[config.mk]
export PLATFORM = sky130hd
export DESIGN_NAME = seq_detector_param
export DESIGN_NICKNAME = d
export VERILOG_FILES = /design/src/rtl/seq_detector_param.sv
export SDC_FILE = /design/constraint.sdc
export NUM_CORES = 1
export LEC_CHECK = 0
export CORE_AREA = 3 3 76 71
export CTS_CLUSTER_SIZE = 25
export DETAILED_ROUTE_END_ITERATION = 7
export DIE_AREA = 0 0 79 74
export PLACE_DENSITY = 0.73
export SLEW_MARGIN = 25
export SYNTH_ARGS = -nofsm -noshare
export SYNTH_HDL_FRONTEND = slang
export SYNTH_SLANG_ARGS = --single-unit
[constraint.sdc]
create_clock -name clk_i -period 2.49 [get_ports clk_i]
set_input_delay 0.249 -clock clk_i [delete_from_list [all_inputs] [get_ports clk_i]]
set_output_delay 0.249 -clock clk_i [all_outputs]
set_load 0.05 [all_outputs]
[src/rtl/seq_detector_param.sv]
// Run-time programmable serial pattern detector with overlap control and a
// saturating match counter; match_o is a registered Moore output.
module seq_detector_param #(
  parameter  int unsigned MAX_LEN = 8,
  parameter  int unsigned CNT_W   = 16,
  localparam int unsigned LEN_W   = $clog2(MAX_LEN + 1)
) (
  input  logic               clk_i,
  input  logic               rst_ni,
  input  logic               cfg_load_i,
  input  logic [MAX_LEN-1:0] cfg_pattern_i,
  input  logic [LEN_W-1:0]   cfg_len_i,
  input  logic               cfg_overlap_i,
  input  logic               cnt_clr_i,
  input  logic               valid_i,
  input  logic               next_i,
  output logic               match_o,
  output logic [CNT_W-1:0]   match_cnt_o,
  output logic               armed_o,
  output logic               cfg_err_o
);

  typedef enum logic [1:0] {
    S_IDLE  = 2'd0,
    S_HUNT  = 2'd1,
    S_MATCH = 2'd2
  } state_t;

  state_t             state_q;
  logic [MAX_LEN-1:0] hist_q;
  logic [MAX_LEN-1:0] pat_q;
  logic [LEN_W-1:0]   len_q;
  logic [LEN_W-1:0]   fill_q;
  logic               ovl_q;

  logic [MAX_LEN-1:0] hist_nxt;
  logic [MAX_LEN-1:0] len_mask;
  logic [LEN_W-1:0]   fill_nxt;
  logic               cfg_ok;
  logic               accept;
  logic               hit;

  // Shift/fill look-ahead and hit detection on the post-shift history
  always_comb begin
    cfg_ok   = (cfg_len_i != '0) && (cfg_len_i <= LEN_W'(MAX_LEN));
    accept   = armed_o && valid_i && !cfg_load_i;
    hist_nxt = {hist_q[MAX_LEN-2:0], next_i};
    fill_nxt = (fill_q == LEN_W'(MAX_LEN)) ? fill_q : fill_q + LEN_W'(1);
    len_mask = '0;
    for (int i = 0; i < MAX_LEN; i++) begin
      len_mask[i] = (LEN_W'(i) < len_q);
    end
    hit = accept && (fill_nxt >= len_q) && (((hist_nxt ^ pat_q) & len_mask) == '0);
  end

  // FSM, history, configuration and counter registers
  always_ff @(posedge clk_i) begin
    if (!rst_ni) begin
      state_q     <= S_IDLE;
      hist_q      <= '0;
      pat_q       <= '0;
      len_q       <= '0;
      fill_q      <= '0;
      ovl_q       <= 1'b0;
      match_o     <= 1'b0;
      match_cnt_o <= '0;
      armed_o     <= 1'b0;
      cfg_err_o   <= 1'b0;
    end else begin
      cfg_err_o <= 1'b0;
      if (cfg_load_i) begin
        hist_q  <= '0;
        fill_q  <= '0;
        match_o <= 1'b0;
        if (cfg_ok) begin
          pat_q   <= cfg_pattern_i;
          len_q   <= cfg_len_i;
          ovl_q   <= cfg_overlap_i;
          state_q <= S_HUNT;
          armed_o <= 1'b1;
        end else begin
          state_q   <= S_IDLE;
          armed_o   <= 1'b0;
          cfg_err_o <= 1'b1;
        end
      end else if (accept) begin
        hist_q  <= hist_nxt;
        // Non-overlap mode forces a full fresh pattern after each hit
        fill_q  <= (hit && !ovl_q) ? '0 : fill_nxt;
        state_q <= hit ? S_MATCH : S_HUNT;
        match_o <= hit;
      end else if (state_q == S_MATCH) begin
        state_q <= S_HUNT;
        match_o <= 1'b0;
      end

      if (cnt_clr_i) begin
        match_cnt_o <= '0;
      end else if (hit && (match_cnt_o != '1)) begin
        match_cnt_o <= match_cnt_o + CNT_W'(1);
      end
    end
  end

endmodule
==> results of run 1 <==
## cells by family after synthesis
family,after synthesis,share of synthesized area [%]
AOI/OAI and AO/OA,62,17.0
xor gates and xnor gates,11,4.45
adders and majority gates,7,4.05
buffers and inverters,23,4.57
DFF,45,41.6
muxes,12,5.55
and+or+nand+nor,100,22.7
## state kept, by name, indices dropped and copies added, names as in the netlist
name / count
fill_q: 4
ovl_q: 1
hist_q: 7
match_cnt_o: 16
len_q: 4
match_o: 1
pat_q: 8
cfg_err_o: 1
state_q: 2
armed_o: 1
## worst register-to-register path, stage by stage (launching register included)
cell	delay [ns]
dfxtp_2	0.38
buf_4	0.13
nand3_1	0.12
xnor2_1	0.28
ha_1	0.29
inv_1	0.08
a211oi_2	0.32
nand4_1	0.29
or4_4	0.60
a21oi_2	0.15
## power groups by stage
| stage | Sequential [W] | Clock [W] | Combinational, W |
|---|---|---|---|
| CTS | 0.000746 | 0.000684 | 0.000162 |
| floorplan | 0.000769 | 0 | 0.0000766 |
| detailed placement | 0.000763 | 0 | 0.000146 |
| global placement | 0.000763 | 0 | 0.000145 |
| finish | 0.000745 | 0.000673 | 0.000173 |
| global route | 0.000748 | 0.000712 | 0.000186 |
## through the flow
stage / util (%) / total power [W] / hold slack (ns) / setup WS [ns] / instance area [um2]
5_1_grt: 64.0 / 0.00165 / 0.478 / -0.321 / 3040
6_report: 64.0 / 0.00159 / 0.464 / -0.210 / 3040
4_1_cts: 61.7 / 0.00159 / 0.463 / -0.0169 / 2930
2_1_floorplan: - / 0.000845 / 0.385 / 0.0278 / 2170
3_5_place_dp: 56.1 / 0.000909 / 0.450 / -0.109 / 2660
3_3_place_gp: 56.1 / 0.000908 / 0.446 / 0.0572 / 2660
## worst max-delay path by stage
stage	startpoint	to	slack, ns	cells past startpoint
after floorplan	fill_q[0]	match_cnt_o[9]	0.03	14
after global placement	fill_q[0]	match_cnt_o[14]	0.06	13
after detailed placement	fill_q[0]	match_cnt_o[15]	-0.11	12
after CTS	fill_q[0]	match_cnt_o[8]	-0.02	14
after global routing	fill_q[2]	match_cnt_o[3]	-0.32	8
final	fill_q[0]	match_cnt_o[3]	-0.21	9
## layer usage
| metal | routed length, um | track usage [%] | share of wire (%) |
|---|---|---|---|
| met5 | 0 | 0 | 0 |
| met1 | 2740 | 27.3 | 45 |
| met2 | 2710 | 30.9 | 45 |
| met3 | 406 | 4.48 | 6.7 |
| met4 | 196 | 8.78 | 3.2 |
## final cells by class
cell class | instances | area [um2] | share of cell area, %
Sequential cell | 45 | 906 | 29.8
Clock buffer | 5 | 68.8 | 2.27
Timing Repair Buffer | 61 | 566 | 18.6
Multi-Input combinational cell | 193 | 1300 | 42.9
Tap cell | 65 | 81.3 | 2.68
Inverter | 12 | 45.0 | 1.48
Clock inverter | 3 | 68.8 | 2.27
## placed cells by master, fill, tap and decap left out, drive strengths merged, types with 4 or more instances in the layout
cell,n
o31ai,4
nor2,19
ha,7
inv,12
mux2i,12
clkbuf,5
clkdlybuf4s50,37
a21oi,30
nand3,8
nor3,5
o21ai,15
xnor2,9
buf,24
nand2,34
or3,12
dfxtp,45
nand4,6
and3,6
## repair_timing
item,CTS,global route
buffers inserted,6,5
cloned,3,0
pin swaps,19,34
setup endpoints to repair,20,23
resized for setup,18,21
==> metrics.cfg, run 1 <==
[timing]
grt_setup_unrepaired = yes
fmax_ghz = 0.370
fin_crit_sh_pct = 108
fin_setup_tns_ns = -1.12
maxSlewViolCount = 0
tightest_slew_ns = 0.508
max_slew_margin_pct = 66.0
finalSetupViolCount = 17
fin_skew_ns = 0.0155
hold_viol = 0
min_period_ns = 2.70
setup_slack_ns = -0.210

[status]
outcome = finished with violations
violations = setup timing

[setup_path]
r2r_cells = 9
critical-path-max-stage-delay_ns = 0.60
critPathSlowestCell = or4_4
worstReg2RegEnd = match_cnt_o[3]
timing.rr.start = fill_q[0]
regToRegSetupSlack_ns = -0.21
required_ns = 2.74
critPathLaunchType = flop
arrival_ns = 2.95
crit_family = simple AND/OR/NAND/NOR gates
crit_chain = buf_4 -> nand3_1 -> xnor2_1 -> ha_1 -> inv_1 -> a211oi_2 -> nand4_1 -> or4_4 -> a21oi_2
worst-path-buf-inv = 2
crit_type = flop to flop
crit_path_max_fanout = 4
end_kind = flop

[routing]
vias_per_cell = 5.53
wl_um = 6050
routedWlPerCell_um = 15.8
num_vias = 2123
drt_iter0_drc = 232
ant_nets = 0
dr.pass1.iters = 4
drc = 0

[worst_hold_path]
worstHoldEndpoint = state_q[1]
hold_path.class = flop to flop
hold_start = state_q[1]
min_path_cells = 2

[logic_synthesis]
synthCells = 260
yosys_warnings = 0
synth-edff-count = 0
yosys.cell_types.count = 36
ys_ff_latch = 45
yosysMostFrequentCell = dfxtp_1
netlist_top_cells_area = dfxtp_1 (42%), a21oi_1 (6.9%), nand2_1 (5.9%), mux2i_1 (5.6%), ha_1 (4.0%)
syn_nets = 286
netlist_area_mm2 = 0.00216
ys_dominant_reg_cell = dfxtp_1
async_flop_share_pct = 0
synth_top_cell_by_area = dfxtp_1
synth_common_cells = dfxtp_1 (45), nand2_1 (34), a21oi_1 (30), nor2_1 (19), o21ai_0 (14)
netlist.area_leader.share_pct = 41.6
syn_area_per_cell_um2 = 8.32
yosysSeqAreaShare_pct = 41.6

[power]
ir_drop_mv = 0.328
switchingPower_w = 0.000369
power.leakage_nw = 1.11
pwr-share-clk_pct = 42.3
switching_share_pct = 23.2
p_int_w = 0.00122
pwr-share-seq_pct = 46.8
power_density_mw_per_mm2 = 524
p_comb_share_pct = 10.9

[place]
place.detailed.hpwl_um = 3620
dp_cells = 364
io_buffers = 37
place.gp.congestion = 0.861

[clock_tree]
cts_made_buffers = 5
clock-sinks = 45
cts_tree = built
clk_path_buf_depth = 2
clk_pin_slew_ns = 0.09
hold_buffers = 0
cts_root_buf = clkbuf_8
clk_latency_ns = 0.31
htreeDepth = 2

[final_layout]
drive_above_1_share_pct = 18.8
antennaDiodeCount = 0
fin_cells = 384
areaGrowthSynthToFinish_pct = 40.4
fillCellCount = 413
final_nets = 344

[grt]
grt_pass1_wl_um = 9220
grt_max_degree = 19
antenna_found_initial = 0
track_usage_pct = 20.1
grt_pass1_vias = 1933
overflow = 0

[die]
io-pin-count = 38
coreArea_mm2 = 0.00474
rows = 24
die_area_mm2 = 0.00585
start_util_pct = 45.6
fp.dieW_um = 79
die_h_um = 74

[job]
drv_cap = 0

No activity file was read; power rests on OpenSTA's default activity.
==> run 2: changes to the inputs <==
--- a/config.mk
+++ b/config.mk
@@ -5,11 +5,13 @@
 export SDC_FILE = /design/constraint.sdc
 export NUM_CORES = 1
 export LEC_CHECK = 0
+export CAP_MARGIN = 30
 export CORE_AREA = 3 3 76 71
 export CTS_CLUSTER_SIZE = 25
 export DETAILED_ROUTE_END_ITERATION = 7
 export DIE_AREA = 0 0 79 74
 export PLACE_DENSITY = 0.73
+export SKIP_LAST_GASP = 1
 export SLEW_MARGIN = 25
 export SYNTH_ARGS = -nofsm -noshare
 export SYNTH_HDL_FRONTEND = slang
==> results of run 2 <==
The final DEF is identical to that of run 1; final timing and power are the same.
